[src/rtl/fifo_read_stream_adapter_if.sv]
// Bundle of the FIFO read port and the outgoing valid/ready stream.
// The adapter sits on the master modport and the FIFO/consumer pair sits on the slave modport.
interface fifo_read_stream_adapter_if #(
    parameter int unsigned DATA_WIDTH = 8,
    parameter int unsigned BUF_DEPTH  = 4
);
    localparam int unsigned OCC_WIDTH = $clog2(BUF_DEPTH + 1);

    logic                  fifo_empty;
    logic                  fifo_read;
    logic [DATA_WIDTH-1:0] fifo_read_data;
    logic                  out_valid;
    logic                  out_ready;
    logic [DATA_WIDTH-1:0] out_data;
    logic [OCC_WIDTH-1:0]  occupancy;

    modport master (
        input  fifo_empty,
        input  fifo_read_data,
        input  out_ready,
        output fifo_read,
        output out_valid,
        output out_data,
        output occupancy
    );

    modport slave (
        output fifo_empty,
        output fifo_read_data,
        output out_ready,
        input  fifo_read,
        input  out_valid,
        input  out_data,
        input  occupancy
    );
endinterface

[src/rtl/fifo_read_stream_adapter.sv]
// Turns a fixed-latency FIFO read port into a valid/ready stream.
// A read is issued only when a skid-buffer slot is reserved for it, so a landing word is never dropped.
module fifo_read_stream_adapter #(
    parameter int unsigned DATA_WIDTH = 8,
    parameter int unsigned LATENCY    = 3,
    parameter int unsigned BUF_DEPTH  = 4
) (
    input logic                        clk,
    input logic                        reset,
    fifo_read_stream_adapter_if.master bus
);
    localparam int unsigned CNT_W = $clog2(BUF_DEPTH + 1);
    localparam int unsigned PTR_W = (BUF_DEPTH > 1) ? $clog2(BUF_DEPTH) : 1;
    localparam logic [CNT_W-1:0] DEPTH_C = CNT_W'(BUF_DEPTH);
    localparam logic [PTR_W-1:0] LAST_IDX = PTR_W'(BUF_DEPTH - 1);

    logic [LATENCY-1:0]    valid_q, valid_d;
    logic [CNT_W-1:0]      inflight_q, inflight_d;
    logic [CNT_W-1:0]      buf_count_q, buf_count_d;
    logic [PTR_W-1:0]      rd_idx_q, rd_idx_d;
    logic [PTR_W-1:0]      wr_idx_q, wr_idx_d;
    logic [DATA_WIDTH-1:0] mem_q [BUF_DEPTH];
    logic                  out_valid_q, out_valid_d;
    logic [DATA_WIDTH-1:0] out_data_q, out_data_d;

    logic issue;
    logic land;
    logic pop;

    // Pointers wrap explicitly so non-power-of-two depths work.
    function automatic logic [PTR_W-1:0] ptr_inc(input logic [PTR_W-1:0] p);
        if (p == LAST_IDX) begin
            return '0;
        end
        return p + PTR_W'(1);
    endfunction

    assign issue = !reset && !bus.fifo_empty && ((inflight_q + buf_count_q) < DEPTH_C);
    assign land  = valid_q[LATENCY-1];
    assign pop   = out_valid_q && bus.out_ready;

    always_comb begin
        valid_d    = valid_q << 1;
        valid_d[0] = issue;
    end

    always_comb begin
        inflight_d = inflight_q;
        if (issue && !land) begin
            inflight_d = inflight_q + CNT_W'(1);
        end else if (!issue && land) begin
            inflight_d = inflight_q - CNT_W'(1);
        end
    end

    always_comb begin
        buf_count_d = buf_count_q;
        if (land && !pop) begin
            buf_count_d = buf_count_q + CNT_W'(1);
        end else if (pop && !land) begin
            buf_count_d = buf_count_q - CNT_W'(1);
        end
        rd_idx_d = pop  ? ptr_inc(rd_idx_q) : rd_idx_q;
        wr_idx_d = land ? ptr_inc(wr_idx_q) : wr_idx_q;
    end

    // The landing word bypasses the memory when it becomes the new head of an emptied buffer.
    always_comb begin
        out_valid_d = (buf_count_d != '0);
        out_data_d  = out_data_q;
        if (out_valid_d) begin
            if (land && (buf_count_q == CNT_W'(pop))) begin
                out_data_d = bus.fifo_read_data;
            end else begin
                out_data_d = mem_q[rd_idx_d];
            end
        end
    end

    always_ff @(posedge clk) begin
        if (reset) begin
            valid_q     <= '0;
            inflight_q  <= '0;
            buf_count_q <= '0;
            rd_idx_q    <= '0;
            wr_idx_q    <= '0;
            out_valid_q <= 1'b0;
            out_data_q  <= '0;
        end else begin
            valid_q     <= valid_d;
            inflight_q  <= inflight_d;
            buf_count_q <= buf_count_d;
            rd_idx_q    <= rd_idx_d;
            wr_idx_q    <= wr_idx_d;
            out_valid_q <= out_valid_d;
            out_data_q  <= out_data_d;
        end
    end

    always_ff @(posedge clk) begin
        if (!reset && land) begin
            mem_q[wr_idx_q] <= bus.fifo_read_data;
        end
    end

    assign bus.fifo_read = issue;
    assign bus.out_valid = out_valid_q;
    assign bus.out_data  = out_data_q;
    assign bus.occupancy = inflight_q + buf_count_q;
endmodule
[src/flat_wrapper.sv]
// flat-port wrapper written by rule: the top's interface ports become plain ports
module fifo_read_stream_adapter_flat 
#(
    parameter int unsigned DATA_WIDTH = 8,
    parameter int unsigned LATENCY    = 3,
    parameter int unsigned BUF_DEPTH  = 4
)
  (clk, reset, bus_fifo_empty, bus_fifo_read_data, bus_out_ready, bus_fifo_read, bus_out_valid, bus_out_data, bus_occupancy);
  fifo_read_stream_adapter_if #(.DATA_WIDTH(DATA_WIDTH), .BUF_DEPTH(BUF_DEPTH)) bus_i ();
  input logic clk;
  input logic reset;
  input wire logic [$bits(bus_i.fifo_empty)-1:0] bus_fifo_empty;
  input wire logic [$bits(bus_i.fifo_read_data)-1:0] bus_fifo_read_data;
  input wire logic [$bits(bus_i.out_ready)-1:0] bus_out_ready;
  output wire logic [$bits(bus_i.fifo_read)-1:0] bus_fifo_read;
  output wire logic [$bits(bus_i.out_valid)-1:0] bus_out_valid;
  output wire logic [$bits(bus_i.out_data)-1:0] bus_out_data;
  output wire logic [$bits(bus_i.occupancy)-1:0] bus_occupancy;
  assign bus_i.fifo_empty = bus_fifo_empty;
  assign bus_i.fifo_read_data = bus_fifo_read_data;
  assign bus_i.out_ready = bus_out_ready;
  assign bus_fifo_read = bus_i.fifo_read;
  assign bus_out_valid = bus_i.out_valid;
  assign bus_out_data = bus_i.out_data;
  assign bus_occupancy = bus_i.occupancy;
  fifo_read_stream_adapter #(.DATA_WIDTH(DATA_WIDTH), .LATENCY(LATENCY), .BUF_DEPTH(BUF_DEPTH)) u_core (.clk(clk), .reset(reset), .bus(bus_i));
endmodule
[config.mk]
export PLATFORM = sky130hd
export DESIGN_NAME = fifo_read_stream_adapter_flat
export DESIGN_NICKNAME = d
export VERILOG_FILES = /design/src/rtl/fifo_read_stream_adapter_if.sv /design/src/rtl/fifo_read_stream_adapter.sv /design/src/flat_wrapper.sv
export SDC_FILE = /design/constraint.sdc
export NUM_CORES = 1
export LEC_CHECK = 0
export CAP_MARGIN = 20
export CORE_ASPECT_RATIO = 1.1
export CORE_MARGIN = 2
export CORE_UTILIZATION = 50
export DETAILED_ROUTE_END_ITERATION = 10
export PLACE_DENSITY = 0.72
export SETUP_SLACK_MARGIN = 0.4
export SYNTH_ARGS = -nofsm -noshare
export SYNTH_HDL_FRONTEND = slang
export SYNTH_SLANG_ARGS = --single-unit
[constraint.sdc]
create_clock -name clk -period 3.2 [get_ports clk]
set_input_delay 0.48 -clock clk [delete_from_list [all_inputs] [get_ports clk]]
set_output_delay 0.48 -clock clk [all_outputs]
set_load 0.005 [all_outputs]
==> results of run 1 <==
==> per-stage QoR <==
step | util [%] | hold slack (ns) | setup slack, ns
after global placement | 58.0 | 0.429 | 0.474
after floorplan | - | 0.414 | 0.459
final | 61.4 | 0.445 | 0.459
after detailed placement | 58.0 | 0.430 | 0.388
after global routing | 61.4 | 0.460 | 0.356
after CTS | 60.3 | 0.451 | 0.400
==> cell usage in the layout (no fill, tap or decap), drive strengths merged, types with 7 or more instances in the layout <==
| cell | count |
|---|---|
| inv | 7 |
| edfxtp | 32 |
| nand2 | 11 |
| ha | 9 |
| dfxtp | 22 |
| a211oi | 17 |
| and3 | 14 |
| a22o | 7 |
| nor2 | 10 |
| o31ai | 7 |
| clkdlybuf4s50 | 23 |
==> cells by family (layout without fill, tap and decap cells) <==
| kind of cell | after synthesis | in the layout | synth area share [%] |
|---|---|---|---|
| mux | 6 | 6 | 3.22 |
| buf+inv | 15 | 44 | 3.06 |
| flops | 54 | 54 | 58.2 |
| fa+ha+maj | 11 | 11 | 6.33 |
| xor+xnor | 5 | 5 | 1.82 |
| compound gates | 44 | 44 | 13.6 |
| simple gates | 58 | 58 | 13.8 |
==> layout make-up <==
class                      instances  share of cell area, %
clock buffer                       6                   2.89
clock inverter                     2                  0.570
inverter                           6                  0.789
multi-input combinational        124                   33.9
sequential                        54                   49.3
tap                               56                   2.46
timing repair buffer              30                   10.1
==> how the worst max path moves through the flow <==
stage	startpoint	to	depth (start not counted)
2_1_floorplan	u_core.buf_count_q[0]$_SDFF_PP0_	u_core.inflight_q[2]$_SDFFE_PP0P_	11
3_3_place_gp	u_core.buf_count_q[0]$_SDFF_PP0_	u_core.inflight_q[2]$_SDFFE_PP0P_	11
3_5_place_dp	u_core.buf_count_q[0]$_SDFF_PP0_	u_core.inflight_q[2]$_SDFFE_PP0P_	11
4_1_cts	u_core.buf_count_q[0]$_SDFF_PP0_	u_core.inflight_q[2]$_SDFFE_PP0P_	11
5_1_grt	u_core.buf_count_q[0]$_SDFF_PP0_	u_core.inflight_q[2]$_SDFFE_PP0P_	11
6_report	u_core.buf_count_q[0]$_SDFF_PP0_	u_core.inflight_q[2]$_SDFFE_PP0P_	11
==> flip-flops by register name (all words and copies together), names as in the netlist <==
| name | flops |
|---|---|
| u_core.wr_idx_q | 2 |
| u_core.bus.out_valid | 1 |
| u_core.inflight_q | 3 |
| u_core.bus.out_data | 8 |
| u_core.buf_count_q | 3 |
| u_core.rd_idx_q | 2 |
| u_core.mem_q | 32 |
| u_core.valid_q | 3 |
==> power breakdown <==
group / leakage, nW / switching, mW / total, mW / internal, mW
registers: 0.469 / 0.0718 / 0.888 / 0.816
logic: 0.514 / 0.276 / 0.598 / 0.322
clock network: 0.0478 / 0.224 / 0.402 / 0.178
total: 1.03 / 0.572 / 1.89 / 1.32
==> metal layers <==
| layer | vias to the layer above | GRT usage [%] | wire (um) |
|---|---|---|---|
| li1 | 782 | - | - |
| met1 | 815 | 24.8 | 2130 |
| met2 | 43 | 30.2 | 2470 |
| met3 | 8 | 3.68 | 164 |
| met4 | 0 | 6.35 | 84 |
| met5 | - | 0 | 0 |
==> repair_timing <==
item                                    in CTS  in global routing
setup buffers                                0                  2
resized for setup                            3                  9
endpoints found under the setup margin       2                  3
pin swaps                                    1                  4
==> results.toml, run 1 <==
[status]
outcome = "finished, final reports clean"

[place]
place.port_buffers = 24
dpl_cell_area_um2 = 2700
dp.cells = 268
place_congestion = 0.749
hpwl_um = 3200

[hold_path]
min_path_type = "reg2reg"
hp-start = "u_core.valid_q[0]$_SDFF_PP0_"
hold_depth = 1
hold-path-endpoint = "u_core.valid_q[1]$_SDFF_PP0_"

[cells_and_area]
register_area_um2 = 1410
fillCellCount = 364
multi_input_area_um2 = 968
n_antenna_cell = 0
fin_nets = 244
design_area_um2 = 2850
post_route_cells_drive_above_1_share_pct = 13.5
final_cells = 278
areaGrowthSynthToFinish_pct = 18.4

[routing]
ant_nets = 0
drt-wirelength-per-cell_um = 17.5
drcViolationCount = 0
drtPass1Iterations = 4
routed_wl_um = 4860
vias_per_cell = 5.93
vias = 1648
drt-initial-drc-count = 128

[worst_setup_path]
crit_required_ns = 3.45
cp_max_fo = 6
cp_top_family = "adder cells"
worst-setup-path-type = "reg2reg"
rr_endpoint = "u_core.inflight_q[2]$_SDFFE_PP0P_"
slowest_delay_ns = 0.38
crit_arrival_ns = 2.99
r2r_slack_ns = 0.46
endpoint_kind = "flop"
critPathBufInv = 1
worstSetupStartpointType = "flop"
slowest_stage = "dfxtp_4"
r2r_cells = 11
path_cells = "ha_2, fa_2, xnor2_2, xnor2_2, nor3_2, ha_2, inv_1, fa_2, xor2_1, or3_1, a21oi_2"
timing.rr.start = "u_core.buf_count_q[0]$_SDFF_PP0_"

[sta]
fmax_ghz = 0.365
slew_viol_final = 0
min_period_over_period_pct = 85.7
final_hold_viol_count = 0
worst_pin_slew_ns = 0.636
finalSetupViolCount = 0
post-route-min-period_ns = 2.74
rsz0062_at_grt = "yes"
setup-tns-final_ns = 0
slew_headroom_pct = 57.5
fin_skew_ns = 0.0142

[die]
core_area_um2 = 4650
io_pins = 25
initial_core_util_pct = 51.8
die_h_um = 76.8
die_x_um = 70.2
die_area_um2 = 5390
rows = 26

[clocking]
cts_inserted_buffers = 5
tritoncts = "done"
clockBufferDepth = 2
cts-hold-fix-buffers = 0
worst_skew_pair.late_latency_ns = 0.31
root_buffer = "clkbuf_8"
htreeDepth = 2
clock_sinks = 54
path_clk_slew_ns = 0.10

[synth]
async_flop_share_pct = 0
yosysWarningCount = 0
ys.flop_type = "edfxtp_1"
netlist_area_um2 = 2410
netlist_top_cells_count = "edfxtp_1 (32), dfxtp_1 (22), a211oi_1 (17)"
synth_cell_type_count = 37
yosys_register_bits = 54
synth.yosys.seq_area_share_pct = 58.2
syn_area_per_cell_um2 = 12.5
synth.top_cell.area_share_pct = 39.9
syn_inst = 193
syn-num-nets = 216
synth_top_area_cell = "edfxtp_1"
synth_edf_count = 32
synth_most_common_cell = "edfxtp_1"
netlist_top_cells_area = "edfxtp_1 (40%), dfxtp_1 (18%), a211oi_1 (5.3%)"

[power_and_ir_drop]
p_per_area_nw_per_um2 = 662
power.total_mw = 1.89
power_leakage_nw = 1.03
ir_worst_vdd_mv = 0.292

[grt]
grt_pass1_wl_um = 7690
antenna_found_initial = 0
grt_pass1_vias = 1544
grt-ovfl-total = 0
grt_start_max_net_pins = 18
gr-usage-all-layers_pct = 18.5

[job]
cap_violations = 0
(Power assumes the default switching activity.)
==> inputs of run 2 (changes only) <==
--- a/config.mk
+++ b/config.mk
@@ -9,7 +9,9 @@
 export CORE_ASPECT_RATIO = 1.1
 export CORE_MARGIN = 2
 export CORE_UTILIZATION = 50
+export CTS_CLUSTER_SIZE = 10
 export DETAILED_ROUTE_END_ITERATION = 10
+export HOLD_SLACK_MARGIN = 0.06
 export PLACE_DENSITY = 0.72
 export SETUP_SLACK_MARGIN = 0.4
 export SYNTH_ARGS = -nofsm -noshare
==> results of run 2 <==
No change in the layout: final DEF, timing and power equal those of run 1.
